--- config.mk ---
export PLATFORM = sky130hd
export DESIGN_NAME = axi_master_arbiter_flat
export DESIGN_NICKNAME = d
export VERILOG_FILES = /design/src/rtl/axi_master_arbiter_if.sv /design/src/rtl/axi_master_arbiter.sv /design/src/flat_wrapper.sv
export SDC_FILE = /design/constraint.sdc
export NUM_CORES = 1
export LEC_CHECK = 0
export CORE_AREA = 2 2 144 146
export CTS_CLUSTER_SIZE = 16
export DETAILED_ROUTE_END_ITERATION = 7
export DIE_AREA = 0 0 146 148
export GPL_TIMING_DRIVEN = 0
export PLACE_DENSITY = 0.59
export SETUP_SLACK_MARGIN = 0.1
export SLEW_MARGIN = 20
export SYNTH_ARGS = -nofsm -noshare
export SYNTH_HDL_FRONTEND = slang
export SYNTH_SLANG_ARGS = --single-unit
--- constraint.sdc ---
create_clock -name clock -period 2.6 [get_ports clock]
set_input_delay 0.52 -clock clock [delete_from_list [all_inputs] [get_ports clock]]
set_output_delay 0.52 -clock clock [all_outputs]
set_load 0.05 [all_outputs]
--- src/rtl/axi_master_arbiter_if.sv ---
// AXI4 master-port bundle between the IFU/LSU arbiter and the SoC fabric.
// The arbiter uses the master modport; a fabric model or slave uses the slave modport.
interface axi_master_arbiter_if;
  logic        awvalid;
  logic        awready;
  logic [31:0] awaddr;
  logic [3:0]  awid;
  logic [7:0]  awlen;
  logic [2:0]  awsize;
  logic [1:0]  awburst;

  logic        wvalid;
  logic        wready;
  logic [31:0] wdata;
  logic [3:0]  wstrb;
  logic        wlast;

  logic        bready;
  logic        bvalid;
  logic [1:0]  bresp;
  logic [3:0]  bid;

  logic        arvalid;
  logic        arready;
  logic [31:0] araddr;
  logic [3:0]  arid;
  logic [7:0]  arlen;
  logic [2:0]  arsize;
  logic [1:0]  arburst;

  logic        rready;
  logic        rvalid;
  logic [1:0]  rresp;
  logic [31:0] rdata;
  logic        rlast;
  logic [3:0]  rid;

  modport master (
    output awvalid, awaddr, awid, awlen, awsize, awburst,
    output wvalid, wdata, wstrb, wlast,
    output bready,
    output arvalid, araddr, arid, arlen, arsize, arburst,
    output rready,
    input  awready, wready, bvalid, bresp, bid,
    input  arready, rvalid, rresp, rdata, rlast, rid
  );

  modport slave (
    input  awvalid, awaddr, awid, awlen, awsize, awburst,
    input  wvalid, wdata, wstrb, wlast,
    input  bready,
    input  arvalid, araddr, arid, arlen, arsize, arburst,
    input  rready,
    output awready, wready, bvalid, bresp, bid,
    output arready, rvalid, rresp, rdata, rlast, rid
  );
endinterface

--- src/rtl/axi_master_arbiter.sv ---
// Round-robin IFU/LSU arbiter onto one AXI4 master port, one single-beat transaction in flight.
// Optional watchdog enabled by defining AXI_ARB_TIMEOUT_EN.
module axi_master_arbiter #(
  parameter logic [3:0]  IFU_ID         = 4'd0,
  parameter logic [3:0]  LSU_ID         = 4'd1,
  parameter logic [15:0] TIMEOUT_CYCLES = 16'd255
) (
  input  logic        clock,
  input  logic        reset,

  input  logic        ifu_req_valid,
  output logic        ifu_req_ready,
  input  logic [31:0] ifu_addr,
  output logic        ifu_rsp_valid,
  output logic [31:0] ifu_rdata,
  output logic        ifu_rsp_err,

  input  logic        lsu_req_valid,
  output logic        lsu_req_ready,
  input  logic        lsu_wen,
  input  logic [31:0] lsu_addr,
  input  logic [2:0]  lsu_size,
  input  logic [31:0] lsu_wdata,
  input  logic [3:0]  lsu_wstrb,
  output logic        lsu_rsp_valid,
  output logic [31:0] lsu_rdata,
  output logic        lsu_rsp_err,

  output logic        timeout_flag,

  axi_master_arbiter_if.master io_master
);

  typedef enum logic [2:0] {IDLE, RD_ADDR, RD_DATA, WR_REQ, WR_RESP} state_e;
  typedef enum logic {OWN_IFU, OWN_LSU} owner_e;

  state_e      state_q, state_d;
  owner_e      owner_q, last_grant_q;
  logic [31:0] addr_q, wdata_q, rdata_q, rdata_d;
  logic [3:0]  wstrb_q;
  logic [2:0]  size_q;
  logic        aw_done_q, aw_done_d, w_done_q, w_done_d;
  logic        rsp_valid_q, rsp_valid_d, rsp_err_q, rsp_err_d;
  logic        grant_ifu, grant_lsu, accept_ifu, accept_lsu;
  logic        ar_hs, r_hs, aw_hs, w_hs, b_hs;
  logic [3:0]  owner_id;
  logic        unused_rlast;

  // With both requesters valid, the one not served last time wins.
  assign grant_ifu  = ifu_req_valid & (~lsu_req_valid | (last_grant_q == OWN_LSU));
  assign grant_lsu  = lsu_req_valid & (~ifu_req_valid | (last_grant_q == OWN_IFU));
  assign accept_ifu = (state_q == IDLE) & grant_ifu;
  assign accept_lsu = (state_q == IDLE) & grant_lsu;

  assign ifu_req_ready = accept_ifu;
  assign lsu_req_ready = accept_lsu;

  assign owner_id = (owner_q == OWN_IFU) ? IFU_ID : LSU_ID;

  assign io_master.arvalid = (state_q == RD_ADDR);
  assign io_master.araddr  = addr_q;
  assign io_master.arid    = owner_id;
  assign io_master.arlen   = 8'd0;
  assign io_master.arsize  = size_q;
  assign io_master.arburst = 2'b01;
  assign io_master.rready  = (state_q == RD_DATA);

  assign io_master.awvalid = (state_q == WR_REQ) & ~aw_done_q;
  assign io_master.awaddr  = addr_q;
  assign io_master.awid    = LSU_ID;
  assign io_master.awlen   = 8'd0;
  assign io_master.awsize  = size_q;
  assign io_master.awburst = 2'b01;
  assign io_master.wvalid  = (state_q == WR_REQ) & ~w_done_q;
  assign io_master.wdata   = wdata_q;
  assign io_master.wstrb   = wstrb_q;
  assign io_master.wlast   = (state_q == WR_REQ) & ~w_done_q;
  assign io_master.bready  = (state_q == WR_RESP);

  assign ar_hs = io_master.arvalid & io_master.arready;
  assign r_hs  = io_master.rready  & io_master.rvalid;
  assign aw_hs = io_master.awvalid & io_master.awready;
  assign w_hs  = io_master.wvalid  & io_master.wready;
  assign b_hs  = io_master.bready  & io_master.bvalid;

  // Single-beat transfers only, so the last flag carries no information.
  assign unused_rlast = io_master.rlast;

  assign ifu_rsp_valid = rsp_valid_q & (owner_q == OWN_IFU);
  assign lsu_rsp_valid = rsp_valid_q & (owner_q == OWN_LSU);
  assign ifu_rsp_err   = ifu_rsp_valid & rsp_err_q;
  assign lsu_rsp_err   = lsu_rsp_valid & rsp_err_q;
  assign ifu_rdata     = rdata_q;
  assign lsu_rdata     = rdata_q;

`ifdef AXI_ARB_TIMEOUT_EN
  logic [15:0] wd_cnt_q;
  logic        wd_flag_q, any_hs, timeout_hit;

  assign any_hs      = ar_hs | r_hs | aw_hs | w_hs | b_hs;
  // Fires on the cycle the count would reach the limit, so valids stay up exactly TIMEOUT_CYCLES cycles.
  assign timeout_hit = (state_q != IDLE) & ~any_hs & (wd_cnt_q == TIMEOUT_CYCLES - 16'd1);

  always_ff @(posedge clock or negedge reset) begin
    if (!reset) begin
      wd_cnt_q  <= '0;
      wd_flag_q <= 1'b0;
    end else begin
      wd_cnt_q  <= ((state_q == IDLE) || any_hs) ? '0 : wd_cnt_q + 16'd1;
      wd_flag_q <= wd_flag_q | timeout_hit;
    end
  end

  assign timeout_flag = wd_flag_q;
`else
  logic [15:0] timeout_unused;
  assign timeout_unused = TIMEOUT_CYCLES;
  assign timeout_flag   = 1'b0;
`endif

  always_comb begin
    // NOTE: every variable gets a default before the case so no path leaves it unassigned (no latches).
    state_d     = state_q;
    aw_done_d   = aw_done_q;
    w_done_d    = w_done_q;
    rsp_valid_d = 1'b0;
    rsp_err_d   = rsp_err_q;
    rdata_d     = rdata_q;

    unique case (state_q)
      IDLE: begin
        aw_done_d = 1'b0;
        w_done_d  = 1'b0;
        if (accept_ifu)      state_d = RD_ADDR;
        else if (accept_lsu) state_d = lsu_wen ? WR_REQ : RD_ADDR;
      end
      RD_ADDR: begin
        if (ar_hs) state_d = RD_DATA;
      end
      RD_DATA: begin
        if (r_hs) begin
          rdata_d     = io_master.rdata;
          rsp_err_d   = (io_master.rresp != 2'b00) | (io_master.rid != owner_id);
          rsp_valid_d = 1'b1;
          state_d     = IDLE;
        end
      end
      WR_REQ: begin
        // AW and W complete independently; a same-cycle pair counts as both done.
        if (aw_hs) aw_done_d = 1'b1;
        if (w_hs)  w_done_d  = 1'b1;
        if (aw_done_d && w_done_d) state_d = WR_RESP;
      end
      WR_RESP: begin
        if (b_hs) begin
          rdata_d     = '0;
          rsp_err_d   = (io_master.bresp != 2'b00) | (io_master.bid != LSU_ID);
          rsp_valid_d = 1'b1;
          state_d     = IDLE;
        end
      end
      default: state_d = IDLE;
    endcase

`ifdef AXI_ARB_TIMEOUT_EN
    if (timeout_hit) begin
      state_d     = IDLE;
      rsp_valid_d = 1'b1;
      rsp_err_d   = 1'b1;
      rdata_d     = '0;
    end
`endif
  end

  // NOTE: sequential state uses non-blocking assignments so every flop samples pre-edge values.
  always_ff @(posedge clock or negedge reset) begin
    if (!reset) begin
      // NOTE: the request datapath is reset as well so the AXI address/data outputs read 0 out of reset.
      state_q      <= IDLE;
      owner_q      <= OWN_IFU;
      last_grant_q <= OWN_LSU;
      addr_q       <= '0;
      size_q       <= '0;
      wdata_q      <= '0;
      wstrb_q      <= '0;
      aw_done_q    <= 1'b0;
      w_done_q     <= 1'b0;
      rsp_valid_q  <= 1'b0;
      rsp_err_q    <= 1'b0;
      rdata_q      <= '0;
    end else begin
      state_q     <= state_d;
      aw_done_q   <= aw_done_d;
      w_done_q    <= w_done_d;
      rsp_valid_q <= rsp_valid_d;
      rsp_err_q   <= rsp_err_d;
      rdata_q     <= rdata_d;
      if (accept_ifu) begin
        owner_q      <= OWN_IFU;
        last_grant_q <= OWN_IFU;
        addr_q       <= ifu_addr;
        size_q       <= 3'b010;
      end else if (accept_lsu) begin
        owner_q      <= OWN_LSU;
        last_grant_q <= OWN_LSU;
        addr_q       <= lsu_addr;
        size_q       <= lsu_size;
        wdata_q      <= lsu_wdata;
        wstrb_q      <= lsu_wstrb;
      end
    end
  end

endmodule

--- src/flat_wrapper.sv ---
// flat-port wrapper written by rule: the top's interface ports become plain ports
module axi_master_arbiter_flat 
#(
  parameter logic [3:0]  IFU_ID         = 4'd0,
  parameter logic [3:0]  LSU_ID         = 4'd1,
  parameter logic [15:0] TIMEOUT_CYCLES = 16'd255
)
  (clock, reset, ifu_req_valid, ifu_req_ready, ifu_addr, ifu_rsp_valid, ifu_rdata, ifu_rsp_err, lsu_req_valid, lsu_req_ready, lsu_wen, lsu_addr, lsu_size, lsu_wdata, lsu_wstrb, lsu_rsp_valid, lsu_rdata, lsu_rsp_err, timeout_flag, io_master_awvalid, io_master_awaddr, io_master_awid, io_master_awlen, io_master_awsize, io_master_awburst, io_master_wvalid, io_master_wdata, io_master_wstrb, io_master_wlast, io_master_bready, io_master_arvalid, io_master_araddr, io_master_arid, io_master_arlen, io_master_arsize, io_master_arburst, io_master_rready, io_master_awready, io_master_wready, io_master_bvalid, io_master_bresp, io_master_bid, io_master_arready, io_master_rvalid, io_master_rresp, io_master_rdata, io_master_rlast, io_master_rid);
  axi_master_arbiter_if io_master_i ();
  input  logic clock;
  input  logic reset;
  input  logic ifu_req_valid;
  output logic ifu_req_ready;
  input  logic [31:0] ifu_addr;
  output logic ifu_rsp_valid;
  output logic [31:0] ifu_rdata;
  output logic ifu_rsp_err;
  input  logic lsu_req_valid;
  output logic lsu_req_ready;
  input  logic lsu_wen;
  input  logic [31:0] lsu_addr;
  input  logic [2:0] lsu_size;
  input  logic [31:0] lsu_wdata;
  input  logic [3:0] lsu_wstrb;
  output logic lsu_rsp_valid;
  output logic [31:0] lsu_rdata;
  output logic lsu_rsp_err;
  output logic timeout_flag;
  output wire logic [$bits(io_master_i.awvalid)-1:0] io_master_awvalid;
  output wire logic [$bits(io_master_i.awaddr)-1:0] io_master_awaddr;
  output wire logic [$bits(io_master_i.awid)-1:0] io_master_awid;
  output wire logic [$bits(io_master_i.awlen)-1:0] io_master_awlen;
  output wire logic [$bits(io_master_i.awsize)-1:0] io_master_awsize;
  output wire logic [$bits(io_master_i.awburst)-1:0] io_master_awburst;
  output wire logic [$bits(io_master_i.wvalid)-1:0] io_master_wvalid;
  output wire logic [$bits(io_master_i.wdata)-1:0] io_master_wdata;
  output wire logic [$bits(io_master_i.wstrb)-1:0] io_master_wstrb;
  output wire logic [$bits(io_master_i.wlast)-1:0] io_master_wlast;
  output wire logic [$bits(io_master_i.bready)-1:0] io_master_bready;
  output wire logic [$bits(io_master_i.arvalid)-1:0] io_master_arvalid;
  output wire logic [$bits(io_master_i.araddr)-1:0] io_master_araddr;
  output wire logic [$bits(io_master_i.arid)-1:0] io_master_arid;
  output wire logic [$bits(io_master_i.arlen)-1:0] io_master_arlen;
  output wire logic [$bits(io_master_i.arsize)-1:0] io_master_arsize;
  output wire logic [$bits(io_master_i.arburst)-1:0] io_master_arburst;
  output wire logic [$bits(io_master_i.rready)-1:0] io_master_rready;
  input wire logic [$bits(io_master_i.awready)-1:0] io_master_awready;
  input wire logic [$bits(io_master_i.wready)-1:0] io_master_wready;
  input wire logic [$bits(io_master_i.bvalid)-1:0] io_master_bvalid;
  input wire logic [$bits(io_master_i.bresp)-1:0] io_master_bresp;
  input wire logic [$bits(io_master_i.bid)-1:0] io_master_bid;
  input wire logic [$bits(io_master_i.arready)-1:0] io_master_arready;
  input wire logic [$bits(io_master_i.rvalid)-1:0] io_master_rvalid;
  input wire logic [$bits(io_master_i.rresp)-1:0] io_master_rresp;
  input wire logic [$bits(io_master_i.rdata)-1:0] io_master_rdata;
  input wire logic [$bits(io_master_i.rlast)-1:0] io_master_rlast;
  input wire logic [$bits(io_master_i.rid)-1:0] io_master_rid;
  assign io_master_awvalid = io_master_i.awvalid;
  assign io_master_awaddr = io_master_i.awaddr;
  assign io_master_awid = io_master_i.awid;
  assign io_master_awlen = io_master_i.awlen;
  assign io_master_awsize = io_master_i.awsize;
  assign io_master_awburst = io_master_i.awburst;
  assign io_master_wvalid = io_master_i.wvalid;
  assign io_master_wdata = io_master_i.wdata;
  assign io_master_wstrb = io_master_i.wstrb;
  assign io_master_wlast = io_master_i.wlast;
  assign io_master_bready = io_master_i.bready;
  assign io_master_arvalid = io_master_i.arvalid;
  assign io_master_araddr = io_master_i.araddr;
  assign io_master_arid = io_master_i.arid;
  assign io_master_arlen = io_master_i.arlen;
  assign io_master_arsize = io_master_i.arsize;
  assign io_master_arburst = io_master_i.arburst;
  assign io_master_rready = io_master_i.rready;
  assign io_master_i.awready = io_master_awready;
  assign io_master_i.wready = io_master_wready;
  assign io_master_i.bvalid = io_master_bvalid;
  assign io_master_i.bresp = io_master_bresp;
  assign io_master_i.bid = io_master_bid;
  assign io_master_i.arready = io_master_arready;
  assign io_master_i.rvalid = io_master_rvalid;
  assign io_master_i.rresp = io_master_rresp;
  assign io_master_i.rdata = io_master_rdata;
  assign io_master_i.rlast = io_master_rlast;
  assign io_master_i.rid = io_master_rid;
  axi_master_arbiter #(.IFU_ID(IFU_ID), .LSU_ID(LSU_ID), .TIMEOUT_CYCLES(TIMEOUT_CYCLES)) u_core (.clock(clock), .reset(reset), .ifu_req_valid(ifu_req_valid), .ifu_req_ready(ifu_req_ready), .ifu_addr(ifu_addr), .ifu_rsp_valid(ifu_rsp_valid), .ifu_rdata(ifu_rdata), .ifu_rsp_err(ifu_rsp_err), .lsu_req_valid(lsu_req_valid), .lsu_req_ready(lsu_req_ready), .lsu_wen(lsu_wen), .lsu_addr(lsu_addr), .lsu_size(lsu_size), .lsu_wdata(lsu_wdata), .lsu_wstrb(lsu_wstrb), .lsu_rsp_valid(lsu_rsp_valid), .lsu_rdata(lsu_rdata), .lsu_rsp_err(lsu_rsp_err), .timeout_flag(timeout_flag), .io_master(io_master_i));
endmodule
==> results.toml, run 1 <==
[timing]
tightest_slew_ns = 0.594
max_clock_freq_mhz = 415
layout_setup_ws_ns = 0.189
slew_violations = 0
tns_ns = 0
rsz0062_at_grt = "true"
min_period_ns = 2.41
setup_violations = 0
slew-limit-headroom_pct = 60.5
finalHoldViolations = 0
finalClockSkew_ns = 0.0126
fin_crit_sh_pct = 92.7

[job]
drv_cap = 0

[clock_tree]
cts.path.max_buffers = 2
hold_buffers = 0
htreeDepth = 3
cts.reportedPaths.clkPinSlew_ns = 0.08
cts_tree = "yes"
cts_buffers = 9
clockRootBuffer = "clkbuf_16"
clock_latency_ns = 0.35
clock_sinks = 112

[route]
firstDrtPassIters = 4
wl_per_cell_um = 16.1
routed_wl_um = 18700
drc = 0
vias = 4798
ant_nets = 0
drt_iter0_drc = 113
via_per_inst = 4.15

[floorplanning]
io_pins = 369
die_w_um = 146
start_util_pct = 26.4
dieArea_sq_um = 21600
rows = 52
core_area_sq_um = 20000
die_y_um = 148

[logic_synthesis]
ys_seq_area_share_pct = 53.1
synth_area_sq_um = 5280
synth_flop_cell = "dfrtp_1"
synth_edf_count = 0
async_flop_share_pct = 100
syn_avg_cell_area_sq_um = 10.5
synth-seq-cells = 112
synthCells = 503
yosysUniqueCellTypes = 39
yosysWarnings = 0

[pwr]
power.density_nw_per_um2 = 1570
peakVddDrop_uv = 613
p_leak_nw = 4.57
total_power_mw = 14.8

[global_route]
grt_usage_pct = 16.9
antenna_found_initial = 2
gr-total-overflow = 0
grt_pass1_vias = 4743
grt_pass1_wl_um = 28200
grt_max_degree = 73

[cells_and_area]
multi_input_area_sq_um = 1660
final_cell_mix = "clkdlybuf4s50_1, nand2_1, dfrtp_1, buf_4, a22o_1"
insertedDiodeCount = 0
area_growth_pct = 79.2
design_area_sq_um = 9470
nNetsFinal = 1040
layout_commonest_cell = "clkdlybuf4s50_1"
num-fill-cells = 1949
register_area_sq_um = 2800
post-route-util_pct = 47.2
drive_above_1_share_pct = 17.5

[setup_path]
critPathKind = "input pin to output pin"
startpoint_type = "input pin"
r2r-end = "u_core.io_master.arsize[1]$_DFFE_PN0P_"
critPathRequiredTime_ns = 2.08
cp-end-kind = "output pin"
cp.arrival_ns = 1.89
r2r.worst_path.cells = 9
path_max_fanout = 10
rrSetupSlack_ns = 0.88
rr_startpoint = "u_core.state_q[2]$_DFFE_PN0P_"

[place]
placed_area_sq_um = 9140
portBuffers = 339
dp_hpwl_um = 14600
pre_cts_ws_ns = -0.736
routabilityCongestion = 0.790

[min_path]
hold_path_class = "input pin to async pin"

[status]
run_status = "finished, final reports clean"
-- metal layers --
metal	vias to the layer above	wire (um)	track usage, %
li1	2331	-	-
met1	2249	7500	20.6
met2	193	9440	29.3
met3	21	1410	4.48
met4	4	300	5.29
met5	-	27	0
-- logic make-up (layout without fill, tap and decap cells) --
family	count (synthesis)	in the layout	share of synthesized area [%]
flip-flops	112	112	53.1
multiplexers	1	1	0.189
AO/OA/AOI/OAI	115	115	17.6
AND/OR/NAND/NOR	142	142	11.3
buffers and inverters	130	488	17.5
other	2	28	0.142
XOR/XNOR	1	1	0.166
-- sequential cells by signal (all words and copies together) (netlist names) --
name and count:
u_core.rsp_valid_q 1, u_core.io_master.wstrb 4, u_core.owner_q 1, u_core.io_master.wdata 32
u_core.ifu_rdata 32, u_core.state_q 3, u_core.io_master.araddr 32, u_core.io_master.arsize 3
u_core.w_done_q 1, u_core.rsp_err_q 1, u_core.last_grant_q 1, u_core.aw_done_q 1
-- final cells by class --
class / instances / area share [%]
Clock buffer: 10 / 2.42
Multi-Input combinational cell: 287 / 17.5
Sequential cell: 112 / 29.6
Timing Repair Buffer: 342 / 36.3
Clock inverter: 6 / 0.700
Tap cell: 270 / 3.57
Inverter: 5 / 0.198
Buffer: 125 / 9.71
-- timing repair --
action,in CTS,in global routing
setup buffers,0,2
gates resized for setup,27,5
setup endpoints to repair,8,4
hold endpoints to repair,0,0
-- worst max path at each step --
| stage | start | to | slack, ns | depth (start not counted) |
|---|---|---|---|---|
| 4_1_cts | u_core.state_q[2]$_DFFE_PN0P_ | lsu_req_ready | 0.05 | 7 |
| 5_1_grt | u_core.state_q[2]$_DFFE_PN0P_ | io_master_wvalid | 0.07 | 5 |
| 6_report | ifu_req_valid | lsu_req_ready | 0.19 | 7 |
| 2_1_floorplan | u_core.state_q[2]$_DFFE_PN0P_ | io_master_wvalid | 0.34 | 4 |
| 3_5_place_dp | ifu_req_valid | lsu_req_ready | -0.74 | 7 |
| 3_3_place_gp | reset | u_core.io_master.wdata[30]$_DFFE_PN0P_ | -3.75 | 1 |
-- where the power goes --
part | switching [mW] | internal, mW
Combinational | 6.47 | 3.78
Sequential | 0.608 | 2.56
Clock | 0.663 | 0.755
-- cell usage after synthesis, types with 2 or more instances --
master   instances  share of area [%]
inv_2            2               0.14
nor2b_1          3               0.36
dfrtp_1        111                 53
a22o_1          66                 11
buf_4          100                 14
inv_1            3               0.21
nor3_1           3               0.28
buf_2           17                1.6
nand3_1          2               0.19
buf_6            5                1.1
a21oi_1          3               0.28
nor2_1          13               0.92
conb_1           2               0.14
nand2_1        111                7.9
and2_1           2               0.24
a21o_1          32                4.5
o21ai_0          6               0.57
-- worst max-delay path, stage by stage --
cell,delay (ns)
clkdlybuf4s50_1,0.43
nand2_1,0.11
nand4_1,0.15
inv_2,0.12
buf_8,0.16
buf_4,0.18
buf_4,0.21
-- metrics by stage --
step	hold WS (ns)	cells
after floorplan	0.224	529
after global placement	0.456	1138
after detailed placement	0.461	1139
after CTS	0.0802	1155
after global routing	0.0995	1157
final	0.0748	1157
No activity file was read; power rests on OpenSTA's default activity.
==> run 2, diff against run 1 <==
--- a/config.mk
+++ b/config.mk
@@ -12,6 +12,7 @@
 export GPL_TIMING_DRIVEN = 0
 export PLACE_DENSITY = 0.59
 export SETUP_SLACK_MARGIN = 0.1
+export SKIP_LAST_GASP = 1
 export SLEW_MARGIN = 20
 export SYNTH_ARGS = -nofsm -noshare
 export SYNTH_HDL_FRONTEND = slang
==> run 2 against run 1 <==
Maximum frequency is 0.34% lower. Wire length hardly changed. Cell count stayed put. Register-to-register slack hardly changed. Highest routed layer unchanged. Design area hardly changed.
==> results.toml, run 2 (synthesized netlist as in run 1, its figures left out) <==
[pwr]
peakVddDrop_uv = 613
p_leak_nw = 4.57
power.density_nw_per_um2 = 1570
total_power_mw = 14.8

[global_route]
grt_max_degree = 73
grt_pass1_wl_um = 28200
gr-total-overflow = 0
antenna_found_initial = 2
grt_pass1_vias = 4743
grt_usage_pct = 16.9

[cells_and_area]
layout_commonest_cell = "clkdlybuf4s50_1"
post-route-util_pct = 47.3
nNetsFinal = 1040
final_cell_mix = "clkdlybuf4s50_1, nand2_1, dfrtp_1, buf_4, a22o_1"
area_growth_pct = 79.2
insertedDiodeCount = 0
register_area_sq_um = 2800
drive_above_1_share_pct = 17.5
multi_input_area_sq_um = 1660
num-fill-cells = 1949

[setup_path]
path_max_fanout = 10
crit_path_start = "u_core.state_q[2]$_DFFE_PN0P_"
r2r.worst_path.cells = 9
worst_path_max_delay_cell = "dlygate4sd2_1"
critPathTopFamily = "buffers and inverters"
critPathKind = "flop to output pin"
max_stage_delay_ns = 0.61
rr_startpoint = "u_core.state_q[2]$_DFFE_PN0P_"
path_buf_inv = 2
startpoint_type = "flop"
rrSetupSlack_ns = 0.87
cp_cell_sequence = "clkbuf_2 -> nand3b_1 -> nor2_1 -> dlygate4sd2_1"
cp.arrival_ns = 1.90
r2r-end = "u_core.io_master.arsize[1]$_DFFE_PN0P_"
critPathRequiredTime_ns = 2.08
cp-end-kind = "output pin"

[route]
routed_wl_um = 18700
firstDrtPassIters = 4
vias = 4796
via_per_inst = 4.15
ant_nets = 0
drc = 0
drt_iter0_drc = 115
wl_per_cell_um = 16.2

[floorplanning]
io_pins = 369
start_util_pct = 26.4
die_y_um = 148
rows = 52
core_area_sq_um = 20000
dieArea_sq_um = 21600
die_w_um = 146

[place]
pre_cts_ws_ns = -0.736
routabilityCongestion = 0.790
dp_hpwl_um = 14600
portBuffers = 339

[timing]
max_clock_freq_mhz = 413
fin_crit_sh_pct = 93.0
finalHoldViolations = 0
rsz0062_at_grt = "true"
layout_setup_ws_ns = 0.181
tightest_slew_ns = 0.599
setup_violations = 0
slew-limit-headroom_pct = 60.2
min_period_ns = 2.42
finalClockSkew_ns = 0.0121
slew_violations = 0

[clock_tree]
htreeDepth = 3
clock_sinks = 112
cts.reportedPaths.clkPinSlew_ns = 0.08
cts_tree = "yes"
cts_buffers = 9
cts.path.max_buffers = 2
clockRootBuffer = "clkbuf_16"
clock_latency_ns = 0.35

[status]
run_status = "finished, final reports clean"

[min_path]
hold_path_class = "input pin to async pin"

[job]
drv_cap = 0
## run 2: cell count changes in the layout (fill, tap and decap cells not counted)
cell and delta:
buf_4 -2, buf_6 +1, clkbuf_4 +1, dlygate4sd2_1 +1, clkdlybuf4s15_1 -1
## run 2: repair_timing
action	in CTS	in global routing
setup endpoints to repair	8	3
hold endpoints to repair	0	0
gates resized for setup	24	8
hold buffers	0	0
buffers inserted	0	2
## run 2: worst max path at each step
| stage | endpoint | slack [ns] | depth (start not counted) |
|---|---|---|---|
| 2_1_floorplan | io_master_wvalid | 0.34 | 4 |
| 3_3_place_gp | u_core.io_master.wdata[30]$_DFFE_PN0P_ | -3.75 | 1 |
| 3_5_place_dp | lsu_req_ready | -0.74 | 7 |
| 4_1_cts | lsu_req_ready | -0.07 | 7 |
| 5_1_grt | io_master_wvalid | 0.07 | 5 |
| 6_report | io_master_awvalid | 0.18 | 4 |
## run 2: per-stage QoR
step / area, sq um / cells / setup TNS (ns) / hold WS [ns]
after floorplan: 5380 / 529 / 0 / 0.224
final: 9470 / 1157 / 0 / 0.0750
after global placement: 9110 / 1138 / -418.12 / 0.456
after detailed placement: 9140 / 1139 / -1.10 / 0.461
after CTS: 9430 / 1155 / -0.0653 / 0.0802
after global routing: 9470 / 1157 / 0 / 0.0995
## run 2: cell type report
class / instances / area share [%]
timing repair buffer: 342 / 36.3
clock buffer: 10 / 2.42
tap: 270 / 3.57
inverter: 5 / 0.198
multi-input combinational: 287 / 17.5
sequential: 112 / 29.6
clock inverter: 6 / 0.700
buffer: 125 / 9.71
## run 2: report_power, final
group | switching [mW] | internal [mW]
sequential | 0.608 | 2.56
clock | 0.663 | 0.755
combinational | 6.47 | 3.78
total | 7.74 | 7.10
## run 2: layer usage
metal / GRT usage, % / wire [um] / vias to the layer above
met1: 20.6 / 7560 / 2251
met4: 5.29 / 300 / 4
li1: - / - / 2333
met3: 4.48 / 1360 / 21
met2: 29.3 / 9450 / 187
met5: 0 / 27 / -
